`config.mk`:
```
export PLATFORM = sky130hd
export DESIGN_NAME = sprite_compositor_flat
export DESIGN_NICKNAME = d
export VERILOG_FILES = /design/src/rtl/gfx_pkg.sv /design/src/rtl/sprite_compositor_if.sv /design/src/rtl/delay_line.sv /design/src/rtl/sprite_compositor.sv /design/src/flat_wrapper.sv
export SDC_FILE = /design/constraint.sdc
export NUM_CORES = 1
export LEC_CHECK = 0
export CAP_MARGIN = 40
export CORE_ASPECT_RATIO = 1.25
export CORE_MARGIN = 1.5
export CORE_UTILIZATION = 36
export DETAILED_ROUTE_END_ITERATION = 6
export PLACE_DENSITY_LB_ADDON = 0.25
export RECOVER_POWER = 100
export SLEW_MARGIN = 5
export SYNTH_ARGS = -nofsm -noshare
export SYNTH_HDL_FRONTEND = slang
export SYNTH_SLANG_ARGS = --single-unit
```
`constraint.sdc`:
```
create_clock -name clk -period 3 [get_ports clk]
set_clock_uncertainty 0.05 [all_clocks]
set_input_delay 0.3 -clock clk [delete_from_list [all_inputs] [get_ports clk]]
set_output_delay 0.3 -clock clk [all_outputs]
set_load 0.01 [all_outputs]
```
`src/rtl/gfx_pkg.sv`:
```
// Shared graphics constants and the colour type used by the sprite pipeline.
package gfx_pkg;
  localparam int N_LAYERS = 3;
  localparam int ADDR_W   = 12;
  localparam int COLOR_W  = 24;
  typedef logic [COLOR_W-1:0] color_t;
  localparam color_t TRANSPARENT = 24'hFF00FF;
  localparam color_t BG_COLOR    = 24'h4EC0CA;
endpackage

```
`src/rtl/sprite_compositor_if.sv`:
```
// Sprite ROM bus: one registered address and one read-data word per layer.
interface sprite_compositor_if #(
  parameter int N_LAYERS = gfx_pkg::N_LAYERS,
  parameter int ADDR_W   = gfx_pkg::ADDR_W,
  parameter int COLOR_W  = gfx_pkg::COLOR_W
) ();
  logic [N_LAYERS-1:0][ADDR_W-1:0]  rom_addr;
  logic [N_LAYERS-1:0][COLOR_W-1:0] rom_data;

  modport master (output rom_addr, input  rom_data);
  modport slave  (input  rom_addr, output rom_data);
endinterface

```
`src/rtl/delay_line.sv`:
```
// Fixed-depth shift register with synchronous reset to a chosen value.
module delay_line #(
  parameter int               WIDTH   = 1,
  parameter int               DEPTH   = 1,
  parameter logic [WIDTH-1:0] RST_VAL = '0
) (
  input  logic             clk,
  input  logic             rst,
  input  logic [WIDTH-1:0] d,
  output logic [WIDTH-1:0] q
);
  logic [DEPTH-1:0][WIDTH-1:0] pipe;

  always_ff @(posedge clk) begin
    if (rst) begin
      pipe <= {DEPTH{RST_VAL}};
    end else begin
      pipe[0] <= d;
      for (int i = 1; i < DEPTH; i++) pipe[i] <= pipe[i-1];
    end
  end

  assign q = pipe[DEPTH-1];
endmodule

```
`src/rtl/sprite_compositor.sv`:
```
// Three-stage sprite compositor: ROM address register, ROM read, then
// priority composite plus per-frame bird collision reporting.
module sprite_compositor #(
  parameter int                 N_LAYERS    = gfx_pkg::N_LAYERS,
  parameter int                 ADDR_W      = gfx_pkg::ADDR_W,
  parameter int                 COLOR_W     = gfx_pkg::COLOR_W,
  parameter logic [COLOR_W-1:0] TRANSPARENT = gfx_pkg::TRANSPARENT,
  parameter logic [COLOR_W-1:0] BG_COLOR    = gfx_pkg::BG_COLOR
) (
  input  logic                             clk,
  input  logic                             rst,
  input  logic                             active_in,
  input  logic                             hsync_in,
  input  logic                             vsync_in,
  input  logic [N_LAYERS-1:0]              in_bounds,
  input  logic [N_LAYERS-1:0][ADDR_W-1:0]  address,
  sprite_compositor_if.master              rom,
  output logic [COLOR_W-1:0]               rgb,
  output logic                             hsync_out,
  output logic                             vsync_out,
  output logic                             active_out,
  output logic                             collision,
  output logic                             collision_valid
);
  localparam int FW = N_LAYERS + 3;

  logic [FW-1:0]       flg_s3;
  logic [N_LAYERS-1:0] ib_s3, opaque;
  logic                act_s3, hs_s3, vs_s3;
  logic [COLOR_W-1:0]  rgb_n;
  logic                cand, frame_edge, pending;

  // Flags ride two stages so they meet the ROM data at composite time;
  // syncs park inactive (high) under reset.
  delay_line #(
    .WIDTH  (FW),
    .DEPTH  (2),
    .RST_VAL({{N_LAYERS{1'b0}}, 3'b011})
  ) u_flags (
    .clk (clk),
    .rst (rst),
    .d   ({in_bounds, active_in, hsync_in, vsync_in}),
    .q   (flg_s3)
  );

  assign {ib_s3, act_s3, hs_s3, vs_s3} = flg_s3;

  always_ff @(posedge clk) begin
    if (rst) rom.rom_addr <= '0;
    else     rom.rom_addr <= address;
  end

  for (genvar i = 0; i < N_LAYERS; i++) begin : g_lane
    assign opaque[i] = ib_s3[i] && (rom.rom_data[i] != TRANSPARENT);
  end

  // Walk from lowest priority up so the lowest-index opaque layer wins.
  always_comb begin
    rgb_n = BG_COLOR;
    for (int i = N_LAYERS - 1; i >= 0; i--) begin
      if (opaque[i]) rgb_n = rom.rom_data[i];
    end
    if (!act_s3) rgb_n = '0;
  end

  assign cand       = act_s3 & opaque[0] & (|opaque[N_LAYERS-1:1]);
  assign frame_edge = vsync_out & ~vs_s3;

  always_ff @(posedge clk) begin
    if (rst) begin
      rgb             <= '0;
      hsync_out       <= 1'b1;
      vsync_out       <= 1'b1;
      active_out      <= 1'b0;
      collision       <= 1'b0;
      collision_valid <= 1'b0;
      pending         <= 1'b0;
    end else begin
      rgb             <= rgb_n;
      hsync_out       <= hs_s3;
      vsync_out       <= vs_s3;
      active_out      <= act_s3;
      collision_valid <= frame_edge;
      // A candidate on the edge cycle closes out with the old frame.
      if (frame_edge) begin
        collision <= pending | cand;
        pending   <= 1'b0;
      end else begin
        pending   <= pending | cand;
      end
    end
  end
endmodule

```
`src/flat_wrapper.sv`:
```
// flat-port wrapper written by rule: the top's interface ports become plain ports
module sprite_compositor_flat 
#(
  parameter int                 N_LAYERS    = gfx_pkg::N_LAYERS,
  parameter int                 ADDR_W      = gfx_pkg::ADDR_W,
  parameter int                 COLOR_W     = gfx_pkg::COLOR_W,
  parameter logic [COLOR_W-1:0] TRANSPARENT = gfx_pkg::TRANSPARENT,
  parameter logic [COLOR_W-1:0] BG_COLOR    = gfx_pkg::BG_COLOR
)
  (clk, rst, active_in, hsync_in, vsync_in, in_bounds, address, rgb, hsync_out, vsync_out, active_out, collision, collision_valid, rom_rom_addr, rom_rom_data);
  sprite_compositor_if #(.N_LAYERS(N_LAYERS), .ADDR_W(ADDR_W), .COLOR_W(COLOR_W)) rom_i ();
  input  logic clk;
  input  logic rst;
  input  logic active_in;
  input  logic hsync_in;
  input  logic vsync_in;
  input  logic [N_LAYERS-1:0] in_bounds;
  input  logic [N_LAYERS-1:0][ADDR_W-1:0] address;
  output logic [COLOR_W-1:0] rgb;
  output logic hsync_out;
  output logic vsync_out;
  output logic active_out;
  output logic collision;
  output logic collision_valid;
  output wire logic [$bits(rom_i.rom_addr)-1:0] rom_rom_addr;
  input wire logic [$bits(rom_i.rom_data)-1:0] rom_rom_data;
  assign rom_rom_addr = rom_i.rom_addr;
  assign rom_i.rom_data = rom_rom_data;
  sprite_compositor #(.N_LAYERS(N_LAYERS), .ADDR_W(ADDR_W), .COLOR_W(COLOR_W), .TRANSPARENT(TRANSPARENT), .BG_COLOR(BG_COLOR)) u_core (.clk(clk), .rst(rst), .active_in(active_in), .hsync_in(hsync_in), .vsync_in(vsync_in), .in_bounds(in_bounds), .address(address), .rom(rom_i), .rgb(rgb), .hsync_out(hsync_out), .vsync_out(vsync_out), .active_out(active_out), .collision(collision), .collision_valid(collision_valid));
endmodule
```
==> results of run 1 <==
[synthesized netlist by cell type, drive strengths merged, types with 5 or more instances]
cell	number
nand3	13
clkbuf	10
nor2b	44
nand2	17
a31oi	9
dfxtp	78
o21ai	17
o311ai	5
buf	5
inv	6
or2	6
nand2b	8
a21oi	14
nor4	5
nand4	12
[metrics by stage]
stage / hold WS, ns / setup slack [ns] / cell area [um2] / utilization / power (mW)
2_1_floorplan: 0.3395 / 0.8157 / 2786 / - / 1.205
3_3_place_gp: 0.3412 / 0.2926 / 4700 / 0.6313 / 1.452
3_5_place_dp: 0.3460 / 0.2237 / 4707 / 0.6323 / 1.457
4_1_cts: 0.3656 / 0.5949 / 4937 / 0.6632 / 2.347
5_1_grt: 0.3828 / 0.2694 / 4908 / 0.6593 / 2.396
6_report: 0.3651 / 0.3811 / 4908 / 0.6593 / 2.305
[cell usage in the layout (no fill, tap or decap), types with 4 or more instances in the layout]
cell               n
dfxtp_1           78
nor4_1             5
a31oi_1            9
clkbuf_8          10
o21ai_0           15
dlygate4sd3_1     66
nand3_1           13
buf_4              5
a21oi_1           14
or2_2              6
and2_1             4
nand4_1           12
inv_1              6
nand2b_1           8
nand2_1           17
o311ai_0           5
clkdlybuf4s50_1  113
nor2b_1           44
[worst max-delay path: stages]
cell	delay (ns)
dlygate4sd3_1	0.55
or4b_1	0.57
nor4_1	0.44
a21oi_1	0.23
buf_4	0.23
o311ai_0	0.33
a21oi_1	0.12
[cells by family (layout without fill, tap and decap cells)]
| logic type | count (synthesis) | count (layout) | synth area share |
|---|---|---|---|
| and+or+nand+nor | 121 | 121 | 0.2613 |
| DFF | 78 | 78 | 0.5604 |
| AOI/OAI and AO/OA | 60 | 60 | 0.1410 |
| buffers and inverters | 21 | 211 | 0.03368 |
| muxes | 1 | 1 | 0.003592 |
[per-layer routing]
layer / part of all wire / up-vias / wire, um / global-route usage
met3: 0.12 / 27 / 1113 / 0.1018
met4: 0.029 / 0 / 264 / 0.1199
met5: 0 / - / 0 / 0
met2: 0.50 / 176 / 4481 / 0.3789
li1: - / 1368 / - / -
met1: 0.35 / 1309 / 3193 / 0.2142
[path summary, 6_finish.rpt]
path | startpoint | to | slack (ns)
setup / recovery | rom_rom_data[36] | u_core.rgb[17]$_SDFF_PP0_ | 0.38
hold / removal | u_core.u_flags.q[1]$_SDFF_PP1_ | u_core.hsync_out$_SDFF_PP1_ | 0.37
setup reg to reg | u_core.u_flags.q[4]$_SDFF_PP0_ | u_core.rgb[15]$_SDFF_PP0_ | 1.31
hold reg to reg | u_core.u_flags.q[1]$_SDFF_PP1_ | u_core.hsync_out$_SDFF_PP1_ | 0.37
[power groups by stage]
stage / combinational [mW] / clock (mW) / sequential (mW)
after floorplan: 0.0772 / 0 / 1.13
after global placement: 0.342 / 0 / 1.11
after detailed placement: 0.346 / 0 / 1.11
after CTS: 0.349 / 0.912 / 1.09
after global routing: 0.358 / 0.949 / 1.09
final: 0.334 / 0.888 / 1.08
[final cells by class]
class                           count  share of cell area
Clock buffer                       10             0.02804
Clock inverter                      6             0.01886
Inverter                            6            0.004588
Multi-Input combinational cell    182              0.2269
Sequential cell                    78              0.3181
Tap cell                           92             0.02345
Timing Repair Buffer              189              0.3801
[flip-flops by register name (all words and copies together) (netlist names)]
register                count
u_core.active_out           1
u_core.collision            1
u_core.collision_valid      1
u_core.hsync_out            1
u_core.pending              1
u_core.rgb                 24
u_core.rom.rom_addr        36
u_core.u_flags.pipe         6
u_core.u_flags.q            6
u_core.vsync_out            1
==> flow_summary.yaml, run 1 <==
clocking:
  cts.repair.resized: 0
  cts_num_sinks: 78
  cts-hold-fix-buffers: 0
  root_buffer: "clkbuf_8"
  numCtsBuffers: 9
  htree_levels: 3
  cts_buffer_depth: 2
  worstSkewPairLatency_ns: 0.34
  tritoncts: "done"
  postCtsSetupRepairBufs: 0
  path_clk_slew_ns: 0.09
pwr:
  power_density_mw_per_mm2: 469.7
  power_frac_seq: 0.470
  leakage_nw: 1.922
  p_switching_uw: 522.4
  p_sw_frac: 0.2266
  internal-power_mw: 1.783
  power_frac_clock: 0.385
  ir_worst_vdd_uv: 385.2
  comb_power_share: 0.145
global_route:
  grt_pass1_vias: 3001
  antenna_found_initial: 0
  grt_pass1_wl_um: 13620
  grt_overflow: 0
  grt_usage: 0.2193
  grt_start_max_net_pins: 53
sta:
  finalCritPeriodShare: 0.8730
  rsz0062_at_grt: "no"
  setup_viol: 0
  slew_headroom: -0.3239
  period_needed_ns: 2.619
  maxSlewViolCount: 53
  hold_viol: 0
  timing.fmax_ghz: 0.3818
  setup_tns_ns: 0
  tightest_slew_ns: 1.986
yosys:
  synth-edff-count: 0
  ys_async_sr_fraction: 0
  yosys_warnings: 0
  ys.flop_type: "dfxtp_1"
  syn_inst: 281
  synth_area_leaders: "dfxtp_1 56%, nor2b_1 9.9%, nand4_1 2.7%"
  synth_top_area_frac: 0.5604
  avgSynthCellArea_um2: 9.916
  seq_area_frac_synth: 0.5604
  synth_area_mm2: 0.002786
  synth.ff_latch_count: 78
  synth_fp_nets: 397
  synth_top_area_cell: "dfxtp_1"
  synthDistinctLibCells: 38
route:
  drt-pass1-iter-count: 4
  ant_nets: 0
  wirelength_um: 9052
  first_iter_violations: 115
  via_count: 2880
  vias_per_cell: 5.115
  wl_per_cell_um: 16.08
  drc_errors: 0
setup_path:
  required_ns: 3.16
  end_kind: "flop"
  ff2ff_path_depth: 6
  crit_type: "in -> reg"
  cp_max_fo: 12
  worstPathArrival_ns: 2.78
  start_kind: "input port"
finish:
  layout-drive-gt1-share: 0.06369
  syn_to_final_growth_pct: 76.16
  regArea_mm2: 0.001562
  fillers: 654
  nets: 582
  multi_input_area_mm2: 0.001114
  instances_no_fill: 563
  diodes: 0
min_path:
  holdPathStages: 1
  hp-class: "reg -> reg"
floorplan:
  floorplan.die.width_um: 81.69
  io_pins: 181
  start_util: 0.3743
  die_y_um: 101.4
  dieArea_mm2: 0.008280
  row_count: 35
  core_area_mm2: 0.007445
placement:
  dp_hpwl_um: 6980
  io_buffers: 180
  place_congestion: 0.9547
  placedCellCount: 547
run_status:
  violations: "capacitance limit, slew limit"
  outcome: "finished with violations"
run:
  drv_cap: 1
(Power assumes the default switching activity.)
==> inputs of run 2 (changes only) <==
--- a/config.mk
+++ b/config.mk
@@ -5,13 +5,15 @@
 export SDC_FILE = /design/constraint.sdc
 export NUM_CORES = 1
 export LEC_CHECK = 0
+export ABC_AREA = 1
 export CAP_MARGIN = 40
 export CORE_ASPECT_RATIO = 1.25
 export CORE_MARGIN = 1.5
-export CORE_UTILIZATION = 36
+export CORE_UTILIZATION = 38
+export CTS_CLUSTER_DIAMETER = 50
 export DETAILED_ROUTE_END_ITERATION = 6
 export PLACE_DENSITY_LB_ADDON = 0.25
-export RECOVER_POWER = 100
+export RECOVER_POWER = 25
 export SLEW_MARGIN = 5
 export SYNTH_ARGS = -nofsm -noshare
 export SYNTH_HDL_FRONTEND = slang
==> run 2 against run 1 <==
The run ends with DRC, capacitance limit, slew limit left. Worst setup slack better by 0.46 ns. First-iteration DRC count is 20% higher. Critical path depth down 2. Global-route usage down 0.76 points. Non-clock buffer count is 6 lower. Clock power fell by 8.3%. Wire length is 5.8% higher. Sequential power about the same. Die area increased by 9.5%. Combinational power rose by 10%. Critical endpoint is now u_core.collision$_SDFFE_PP0P_.
==> flow_summary.yaml, run 2 <==
clocking:
  cts-hold-fix-buffers: 0
  cts_num_sinks: 78
  root_buffer: "clkbuf_8"
  cts_buffer_depth: 2
  tritoncts: "done"
  htree_levels: 3
  postCtsSetupRepairBufs: 0
  cts.repair.resized: 0
  worstSkewPairLatency_ns: 0.35
  numCtsBuffers: 9
  path_clk_slew_ns: 0.08
setup_path:
  regToRegEndpoint: "u_core.rgb[13]$_SDFF_PP0_"
  worstPathArrival_ns: 2.37
  ff2ff_path_depth: 5
  cp_max_fo: 51
  end_kind: "flop"
  cp_slowest_cell: "clkbuf_1"
  r2r_slack_ns: 1.24
  max_stage_delay_ns: 1.44
  crit_path_frequent_cell: "clkbuf_1"
  start_kind: "input port"
  required_ns: 3.20
  rr_startpoint: "u_core.u_flags.q[4]$_SDFF_PP0_"
  crit_type: "in -> reg"
  path_cells: "clkbuf_1 -> clkbuf_1 -> inv_1 -> nand3_1 -> nand2_1"
sta:
  finalCritPeriodShare: 0.7212
  rsz0062_at_grt: "no"
  tightest_slew_ns: 1.981
  setup_viol: 0
  maxSlewViolCount: 52
  setup_tns_ns: 0
  timing.fmax_ghz: 0.4622
  hold_viol: 0
  period_needed_ns: 2.163
  slew_headroom: -0.3210
yosys:
  synth_top_area_cell: "dfxtp_1"
  synth_fp_nets: 573
  synth_mux_area_frac: 0
  synth_area_leaders: "dfxtp_1 48%, inv_1 13%, nor2_1 9.3%"
  synthDistinctLibCells: 20
  ys.flop_type: "dfxtp_1"
  seq_area_frac_synth: 0.4833
  synthTopCellsByCount: "108 x inv_1, 80 x nor2_1, 78 x dfxtp_1"
  synth_top_area_frac: 0.4833
  synth_area_mm2: 0.003231
  synth_xor_area_frac: 0
  syn_inst: 457
  synth.ff_latch_count: 78
  synth_fa_ha_area_frac: 0
  synthSimpleGateAreaFrac: 0.2719
  yosysMostFrequentCell: "inv_1"
  ys_async_sr_fraction: 0
  yosys_warnings: 0
  avgSynthCellArea_um2: 7.069
  synth-edff-count: 0
  synth_top_family_by_area: "simple AND/OR/NAND/NOR gates"
  synth_compound_area_frac: 0.08133
global_route:
  grt_usage: 0.2118
  grt_pass1_vias: 3259
  grt_pass1_wl_um: 14910
  grt_overflow: 0
  grt_start_max_net_pins: 52
  antenna_found_initial: 0
finish:
  layout-drive-gt1-share: 0.05994
  largest_register_ffs: 36
  final_common_cell: "clkdlybuf4s50_1"
  top_register: "u_core.rom.rom_addr"
  final_cell_mix: "179 x clkdlybuf4s50_1, 108 x inv_1, 80 x nor2_1"
  multi_input_area_mm2: 0.001141
  nets: 745
  diodes: 0
  fillers: 764
  regArea_mm2: 0.001562
  syn_to_final_growth_pct: 62.43
  final_util: 0.6368
  top_regs: "u_core.rom.rom_addr (36), u_core.rgb (24)"
  instances_no_fill: 731
placement:
  place_congestion: 0.8212
  io_buffers: 180
  placedCellCount: 715
  dp_hpwl_um: 7259
run_status:
  outcome: "finished with violations"
  violations: "DRC, capacitance limit, slew limit"
pwr:
  leakage_nw: 2.558
  ir_worst_vdd_uv: 327.0
  power_density_mw_per_mm2: 432.8
  p_total_mw: 2.271
route:
  drc_errors: 11
  via_count: 3364
  wl_met3_um: 831
  drt-pass1-iter-count: 7
  wl_met1_um: 3782
  wl_per_cell_um: 13.10
  vias_per_cell: 4.602
  wirelength_um: 9575
  top_layer_used: "met4"
  wl_met2_um: 4805
  ant_nets: 0
  first_iter_violations: 138
min_path:
  hp-class: "in -> reg"
  hold_start: "rst"
  holdPathStages: 2
  min_to: "u_core.active_out$_SDFF_PP0_"
floorplan:
  dieArea_mm2: 0.009067
  io_pins: 181
  start_util: 0.3920
  row_count: 37
  core_area_mm2: 0.008240
  die_y_um: 106.1
  floorplan.die.width_um: 85.47
run:
  drv_cap: 1
-- run 2: changes by cell type after synthesis, moves of 9 or more --
cell,previous run,this run
a31oi_1,9,0
nor2b_1,44,0
o21ai_1,3,13
a21oi_2,0,10
nand2_1,17,65
inv_1,6,108
nor2_1,1,80
a21oi_1,14,1
nand3_1,13,41
-- run 2: metrics by stage --
step / worst slack (ns) / instance area, um2 / hold slack, ns
after detailed placement: 0.6727 / 5049 / 0.3433
after global placement: 0.7202 / 5049 / 0.3421
after floorplan: 1.737 / 3231 / 0.3383
final: 0.8365 / 5248 / 0.3169
after CTS: 1.067 / 5253 / 0.2600
after global routing: 0.5741 / 5248 / 0.3504
-- run 2: per-layer routing --
metal | GRT usage | vias up
li1 | - | 1696
met2 | 0.3690 | 141
met5 | 0 | -
met1 | 0.2367 | 1513
met3 | 0.07686 | 14
met4 | 0.07143 | 0
-- run 2: cell type report --
class / instances / area share
multi-input cells: 249 / 0.2175
well taps: 97 / 0.02313
repair buffers: 183 / 0.3457
inverters: 108 / 0.07725
flip-flops and latches: 78 / 0.2976
clock inverters: 7 / 0.01526
clock buffers: 9 / 0.02361
-- run 2: how the worst max path moves through the flow --
| stage | startpoint | to | slack [ns] |
|---|---|---|---|
| 2_1_floorplan | rom_rom_data[39] | u_core.rgb[0]$_SDFF_PP0_ | 1.74 |
| 3_3_place_gp | rom_rom_data[31] | u_core.collision$_SDFFE_PP0P_ | 0.72 |
| 3_5_place_dp | rom_rom_data[31] | u_core.collision$_SDFFE_PP0P_ | 0.67 |
| 4_1_cts | rom_rom_data[31] | u_core.collision$_SDFFE_PP0P_ | 1.07 |
| 5_1_grt | rst | u_core.collision$_SDFFE_PP0P_ | 0.57 |
| 6_report | rst | u_core.collision$_SDFFE_PP0P_ | 0.84 |
-- run 2: power by group --
| part | internal (mW) | total [mW] | switching [mW] |
|---|---|---|---|
| registers | 1.07 | 1.09 | 0.0140 |
| clock network | 0.396 | 0.814 | 0.419 |
| logic | 0.224 | 0.368 | 0.144 |
-- run 2: logic make-up after synthesis --
| logic type | Yosys count |
|---|---|
| AO/OA/AOI/OAI | 45 |
| buffers and inverters | 130 |
| flip-flops | 78 |
| AND/OR/NAND/NOR | 204 |
-- run 2: critical path, delay by kind of cell --
family | cells | cell delay, ns
buf+inv | 3 | 1.81
simple gates | 2 | 0.24
